### config.mk
export PLATFORM = sky130hd
export DESIGN_NAME = lut_cmp_bank
export DESIGN_NICKNAME = d
export VERILOG_FILES = /design/src/rtl/lut_cmp_pkg.sv /design/src/rtl/lut_cmp_bank_cell.sv /design/src/rtl/lut_cmp_bank.sv
export SDC_FILE = /design/constraint.sdc
export NUM_CORES = 1
export LEC_CHECK = 0
export ABC_CLOCK_PERIOD_IN_PS = 3650
export CAP_MARGIN = 20
export CORE_ASPECT_RATIO = 0.6
export CORE_UTILIZATION = 50
export CTS_CLUSTER_SIZE = 30
export DETAILED_ROUTE_END_ITERATION = 6
export MAX_ROUTING_LAYER = met4
export PLACE_DENSITY = 0.81
export SYNTH_ARGS = -nofsm -noshare
export SYNTH_HDL_FRONTEND = slang
export SYNTH_SLANG_ARGS = --single-unit
### constraint.sdc
create_clock -name clk -period 3.65 [get_ports clk]
set_input_delay 1.095 -clock clk [delete_from_list [all_inputs] [get_ports clk]]
set_output_delay 1.095 -clock clk [all_outputs]
set_load 0.005 [all_outputs]
### src/rtl/lut_cmp_pkg.sv
// Shared types, reset constants and the compare function for the comparator bank.
// Defines cmp_op_e (op codes 0..7), CMP_RST_OP / CMP_RST_THR, and cmp_eval().
// cmp_eval takes operands left-aligned in CMP_MAX_W bits (sample MSB at bit CMP_MAX_W-1,
// low bits zero), so one function serves every WIDTH up to CMP_MAX_W.
package lut_cmp_pkg;

    typedef enum logic [2:0] {
        CMP_LE    = 3'd0,
        CMP_LT    = 3'd1,
        CMP_GE    = 3'd2,
        CMP_GT    = 3'd3,
        CMP_EQ    = 3'd4,
        CMP_NE    = 3'd5,
        CMP_FALSE = 3'd6,
        CMP_TRUE  = 3'd7
    } cmp_op_e;

    localparam int unsigned CMP_MAX_W = 32;

    localparam cmp_op_e                CMP_RST_OP  = CMP_EQ;
    localparam logic [CMP_MAX_W-1:0]   CMP_RST_THR = '0;

    // Left alignment keeps both signed and unsigned ordering intact: the zero padding
    // sits below the LSB, so it never changes the outcome of the comparison.
    function automatic logic cmp_eval(input logic [CMP_MAX_W-1:0] a,
                                      input logic [CMP_MAX_W-1:0] thr,
                                      input cmp_op_e              op,
                                      input logic                 signed_mode);
        logic lt;
        logic eq;
        logic res;
        lt  = signed_mode ? ($signed(a) < $signed(thr)) : (a < thr);
        eq  = (a == thr);
        res = 1'b0;
        case (op)
            CMP_LE:    res = lt | eq;
            CMP_LT:    res = lt;
            CMP_GE:    res = ~lt;
            CMP_GT:    res = ~lt & ~eq;
            CMP_EQ:    res = eq;
            CMP_NE:    res = ~eq;
            CMP_FALSE: res = 1'b0;
            CMP_TRUE:  res = 1'b1;
            default:   res = 1'b0;
        endcase
        return res;
    endfunction

endpackage

### src/rtl/lut_cmp_bank_cell.sv
// One comparator channel: config registers (op, signed, threshold) plus the
// combinational evaluation of sample a against them.
// Ports:
//   clk, rst           clock, synchronous active-high reset
//   cfg_we             write this channel's config (already decoded by the top)
//   cfg_op/signed/thr  new config values
//   a                  sample under test
//   hit                compare result using the currently stored config
module lut_cmp_cell
    import lut_cmp_pkg::*;
#(
    parameter int unsigned WIDTH = 4
) (
    input  logic             clk,
    input  logic             rst,
    input  logic             cfg_we,
    input  logic [2:0]       cfg_op,
    input  logic             cfg_signed,
    input  logic [WIDTH-1:0] cfg_thr,
    input  logic [WIDTH-1:0] a,
    output logic             hit
);

    cmp_op_e          op_q,  op_d;
    logic             sgn_q, sgn_d;
    logic [WIDTH-1:0] thr_q, thr_d;

    logic [CMP_MAX_W-1:0] a_al;
    logic [CMP_MAX_W-1:0] thr_al;

    always_comb begin
        op_d  = op_q;
        sgn_d = sgn_q;
        thr_d = thr_q;
        if (cfg_we) begin
            op_d  = cmp_op_e'(cfg_op);
            sgn_d = cfg_signed;
            thr_d = cfg_thr;
        end
    end

    always_ff @(posedge clk) begin
        if (rst) begin
            op_q  <= CMP_RST_OP;
            sgn_q <= 1'b0;
            thr_q <= CMP_RST_THR[WIDTH-1:0];
        end else begin
            op_q  <= op_d;
            sgn_q <= sgn_d;
            thr_q <= thr_d;
        end
    end

    // Evaluation uses the stored config, so a same-cycle write only affects later samples.
    always_comb begin
        a_al   = CMP_MAX_W'(a)     << (CMP_MAX_W - WIDTH);
        thr_al = CMP_MAX_W'(thr_q) << (CMP_MAX_W - WIDTH);
        hit    = cmp_eval(a_al, thr_al, op_q, sgn_q);
    end

endmodule

### src/rtl/lut_cmp_bank.sv
// Bank of CHANNELS runtime-programmable comparators applied to one sample stream,
// with the result held in a one-deep valid/ready output stage.
// Optional feature: define LUT_CMP_HIT_CNT_EN for per-channel saturating hit counters.
// Ports:
//   clk, rst                 clock, synchronous active-high reset
//   cfg_we/ch/op/signed/thr  channel config write (out-of-range cfg_ch is dropped)
//   in_valid/in_ready/in_data   sample input handshake
//   out_valid/out_ready/out_hit result output handshake, bit i = channel i
//   cnt_sel/cnt_val/cnt_clr  hit-counter readback and clear (zero when feature is off)
module lut_cmp_bank
    import lut_cmp_pkg::*;
#(
    parameter int unsigned WIDTH    = 4,
    parameter int unsigned CHANNELS = 6,
    parameter int unsigned CNT_W    = 8,
    localparam int unsigned SEL_W   = (CHANNELS > 1) ? $clog2(CHANNELS) : 1
) (
    input  logic                clk,
    input  logic                rst,
    input  logic                cfg_we,
    input  logic [SEL_W-1:0]    cfg_ch,
    input  logic [2:0]          cfg_op,
    input  logic                cfg_signed,
    input  logic [WIDTH-1:0]    cfg_thr,
    input  logic                in_valid,
    output logic                in_ready,
    input  logic [WIDTH-1:0]    in_data,
    output logic                out_valid,
    input  logic                out_ready,
    output logic [CHANNELS-1:0] out_hit,
    input  logic [SEL_W-1:0]    cnt_sel,
    output logic [CNT_W-1:0]    cnt_val,
    input  logic                cnt_clr
);

    logic [CHANNELS-1:0] hit_vec;
    logic                accept;
    logic                consume;

    logic                out_valid_q, out_valid_d;
    logic [CHANNELS-1:0] out_hit_q,   out_hit_d;

    for (genvar i = 0; i < CHANNELS; i++) begin : g_cell
        lut_cmp_cell #(
            .WIDTH (WIDTH)
        ) u_cell (
            .clk        (clk),
            .rst        (rst),
            .cfg_we     (cfg_we && (32'(cfg_ch) == i)),
            .cfg_op     (cfg_op),
            .cfg_signed (cfg_signed),
            .cfg_thr    (cfg_thr),
            .a          (in_data),
            .hit        (hit_vec[i])
        );
    end

    assign in_ready = !out_valid_q || out_ready;
    assign accept   = in_valid && in_ready;
    assign consume  = out_valid_q && out_ready;

    always_comb begin
        out_valid_d = out_valid_q;
        out_hit_d   = out_hit_q;
        if (accept) begin
            out_valid_d = 1'b1;
            out_hit_d   = hit_vec;
        end else if (consume) begin
            out_valid_d = 1'b0;
        end
    end

    always_ff @(posedge clk) begin
        if (rst) begin
            out_valid_q <= 1'b0;
            out_hit_q   <= '0;
        end else begin
            out_valid_q <= out_valid_d;
            out_hit_q   <= out_hit_d;
        end
    end

    assign out_valid = out_valid_q;
    assign out_hit   = out_hit_q;

`ifdef LUT_CMP_HIT_CNT_EN
    logic [CNT_W-1:0] cnt_q [CHANNELS];
    logic [CNT_W-1:0] cnt_d [CHANNELS];

    always_comb begin
        for (int i = 0; i < CHANNELS; i++) begin
            cnt_d[i] = cnt_q[i];
            if (cnt_clr) begin
                cnt_d[i] = '0;
            end else if (consume && out_hit_q[i] && (cnt_q[i] != '1)) begin
                cnt_d[i] = cnt_q[i] + CNT_W'(1);
            end
        end
    end

    always_ff @(posedge clk) begin
        if (rst) begin
            for (int i = 0; i < CHANNELS; i++) begin
                cnt_q[i] <= '0;
            end
        end else begin
            for (int i = 0; i < CHANNELS; i++) begin
                cnt_q[i] <= cnt_d[i];
            end
        end
    end

    always_comb begin
        cnt_val = '0;
        if (32'(cnt_sel) < CHANNELS) begin
            cnt_val = cnt_q[cnt_sel];
        end
    end
`else
    logic unused_cnt_in;
    assign unused_cnt_in = ^{cnt_sel, cnt_clr};
    assign cnt_val       = '0;
`endif

endmodule

==> summary.md <==
In this run, synthesis produced a sequential element count of 55. The number of setup buffers added after CTS is 0. The final clock period utilization by the worst path is 0.8991. The classification of the worst-slack hold path was reg -> reg. The pre-antenna-repair detailed-routing pass consisted of 4 iterations. After clock tree synthesis, the clock-pin slew on the worst setup and hold paths is 90 ps. The y dimension of the die came out at 62.52 um. For this design the total switching power over the nets is 322.8 uW. The met3 capacity usage during global routing came out at 0.05705. Detailed routing inserted a total of 2675 vias. The number of distinct library cell variants in the gate-level netlist after synthesis is 50. The via count of the first global-routing pass is 2515.

The library cells used most frequently in the layout, excluding fill and tap cells, are 108 x sky130_fd_sc_hd__nand2_1, 55 x sky130_fd_sc_hd__dfxtp_1, 46 x sky130_fd_sc_hd__a21oi_1. The initial core utilization is 0.5328, and the number of H-tree levels is 2. The logs give 320 ps for the clock network latency to the later pin of the worst-skew pair and 0.162 for the combinational power share.

The aggregate routed wire length was 7.155 mm. The fraction of final layout cells sized beyond drive strength 1 works out to 0.05583. The run gives 0 as the hold violation total from the final report.

Row generation in the floorplan step produced 21 rows. The tools report the start point of the worst min-delay path as g_cell[5].u_cell.thr_q[0]. After synthesis the cells add up to 3052 um^2.

The area growth from synthesis to layout was 12.26%. Library cell with the largest summed area after synthesis: sky130_fd_sc_hd__dfxtp_1. The HPWL after detailed placement is 5.283 mm. For the setup TNS, the log shows 0 ps.

For this design the static power due to leakage is 0.001244 uW. The average wire per standard cell was 14.54 um; the count of cells resized by post-cts repair was 0. After detailed routing, the number of vias per cell comes to 5.437. The category of the critical setup timing path is in -> out. The tools report the clock skew after layout as 8.324 ps.

In this run the critical register-to-register path is captured at out_hit[1]. Share of the synthesized area in the top cell type: 0.3608. Sequential cell fraction of total power: 0.544.

met2 is the most crowded layer. By area the synthesized netlist is led by sky130_fd_sc_hd__dfxtp_1 36%, sky130_fd_sc_hd__nand2_1 13%, sky130_fd_sc_hd__ha_1 9.8%. The highest fanout seen on the critical path was 4; the global-route wire length before repair was 11.70 mm. The tools report the final count of pins violating max slew as 0. The switching power share of the total is 0.2786, and the met1 capacity usage during global routing is 0.3106.

The kind of launch point of the worst setup path was an input port. The leading cell type in the layout, fill and taps excluded was sky130_fd_sc_hd__nand2_1. The tools report the routing usage on met2 as 0.3925. The initial DRC count was 119; the overflow left after global routing was 0.

After floorplanning, the core was sized to cover 5728 um^2. The die is 102.9 um wide. The count of nets left with antenna violations once routing finished came out at 0. Buffers inserted during clock tree synthesis total 5. In this run the worst setup path terminates at in_ready. Based on the critical path, the design can be clocked at up to 304.7 MHz.

TritonCTS built the clock tree. The repair_antennas step left the layout with diodes totalling 0. For the initial antenna violation count, the log shows 0. For the number of synthesis warnings, the log shows 0. The congestion estimate from routability-driven global placement came to 0.8167. During placement, the flow inserted port buffers numbering 27. The flow ran to the end, and the final reports show no timing, DRC or antenna violations.

The pin count of the biggest net entering global routing is 47. The run gives 0.3608 as the fraction of the yosys area taken by sequential cells. The worst reg-to-reg path cell count came out at 7. The die covers 6430 um^2. The startpoint identified for the worst register-to-register timing path is g_cell[1].u_cell.thr_q[2]. Across the run, the number of max-cap violations was 0. The time the final worst path needs with I/O delays and setup works out to 3282 ps. The number of filler cells placed in the layout was 575; the highest ir drop seen on vdd was 182.9 uV. The total power per unit cell area came out at 338.2 nW/um^2. STA puts the critical path data required time at 2550 ps. For the internal power consumption, the log shows 835.8 uW. Setup violations remaining at the end of the flow were counted as 0.

The tools report the sort of element at the end of the critical path as an output port. Mean instance size in the synthesized netlist: 7.845 um^2. The sink count of the clock tree is 55. The tree is rooted in a sky130_fd_sc_hd__clkbuf_8. The layout net count was 459. Final hold analysis gives a worst-case slack of 464.9 ps.

The fraction of power consumed by the clock network came out at 0.294. Setup repair after global routing left no endpoint under its margin. The buffer depth of the longest clock path was 2. Counting every instance in the synthesized netlist gives 389. Max-slew headroom at the worst pin: 0.4454. The tools report the critical path launch point as out_ready. The DRC violations left was 0; the all-layer global routing usage was 0.2472. The count of hold buffers inserted by post-cts repair was 0. Data arrives at the worst endpoint at 2190 ps.

The setup check on the worst reg-to-reg path leaves a slack of 1920 ps. Pin placement for this block handled 40 I/O pins. For the pin with the worst max-slew slack, the measured transition is 831.9 ps.
[worst max-delay path, stage by stage]
cell and delay, ps:
sky130_fd_sc_hd__clkdlybuf4s50_1 460, sky130_fd_sc_hd__nand2b_4 130, sky130_fd_sc_hd__clkdlybuf4s50_1 510
[metal layers]
layer | part of all wire | wire length, um
met5 | 0 | 0
met4 | 0.015 | 104
met3 | 0.063 | 448
met2 | 0.44 | 3118
met1 | 0.49 | 3485
[power by group through the flow]
stage | Clock [uW] | Sequential (uW) | Combinational, uW
after floorplan | 0 | 642 | 120
after global placement | 0 | 643 | 179
after CTS | 347 | 630 | 188
after detailed placement | 0 | 644 | 187
after global routing | 375 | 633 | 209
final | 340 | 630 | 188
[sequential cells by signal, summed over array words and instances (netlist names)]
signal               flops
g_cell.u_cell.sgn_q      6
out_valid                1
g_cell.u_cell.thr_q     24
g_cell.u_cell.op_q      18
out_hit                  6
[worst min path at each step]
| stage | to | slack, ps | cells after the start |
|---|---|---|---|
| 6_report | g_cell[5].u_cell.thr_q[0] | 460 | 2 |
| 5_1_grt | g_cell[1].u_cell.thr_q[2] | 480 | 2 |
| 4_1_cts | g_cell[5].u_cell.thr_q[0] | 470 | 2 |
| 3_5_place_dp | g_cell[5].u_cell.thr_q[0] | 450 | 2 |
| 3_3_place_gp | g_cell[3].u_cell.thr_q[3] | 440 | 2 |
| 2_1_floorplan | g_cell[0].u_cell.thr_q[1] | 440 | 2 |
[kinds of logic after synthesis]
family | share of synthesized area
simple gates | 0.2653
other cells | 0.001229
buf+inv | 0.06929
compound gates | 0.1763
mux | 0.01066
flops | 0.3608
xor+xnor | 0.01435
fa+ha+maj | 0.1021
[metrics by stage]
| stage | power (uW) | instance area (um^2) | setup slack, ps | std cells | util |
|---|---|---|---|---|---|
| detailed placement | 831.7 | 3341 | 365.7 | 484 | 0.5832 |
| CTS | 1166 | 3426 | 365.7 | 492 | 0.5981 |
| finish | 1159 | 3426 | 368.2 | 492 | 0.5981 |
| global route | 1217 | 3426 | 352.3 | 492 | 0.5981 |
| floorplan | 762.3 | 3078 | 1278 | 396 | - |
| global placement | 821.7 | 3341 | 393.3 | 484 | 0.5832 |
[cell usage after synthesis, drive strengths merged]
cell,instances
conb,1
o21ai,10
and2,2
nor3,4
a31oi,5
maj3,1
nor4b,2
nor2b,5
o41ai,2
a2111oi,1
ha,24
nand3,2
o22a,1
xor2,5
mux2i,1
nand2,108
nand4b,2
o211ai,6
a211oi,2
nor3b,2
nor2,16
o311a,2
inv,25
mux2,2
or3b,1
a21oi,46
or3,5
o2111ai,4
clkbuf,6
nand2b,3
buf,15
and3,2
or2,2
a2bb2oi,1
nand3b,7
a311o,2
a211o,1
o21bai,2
nand4,6
dfxtp,55
[final cells by class]
type	instances	area (um^2)	share of cell area
multi-input cells	295	1765	0.5153
flip-flops and latches	55	1101	0.3214
repair buffers	29	280.3	0.08181
well taps	80	100.1	0.02922
inverters	25	93.84	0.02739
clock buffers	6	72.57	0.02118
clock inverters	2	12.51	0.003652
(Power assumes the default switching activity.)
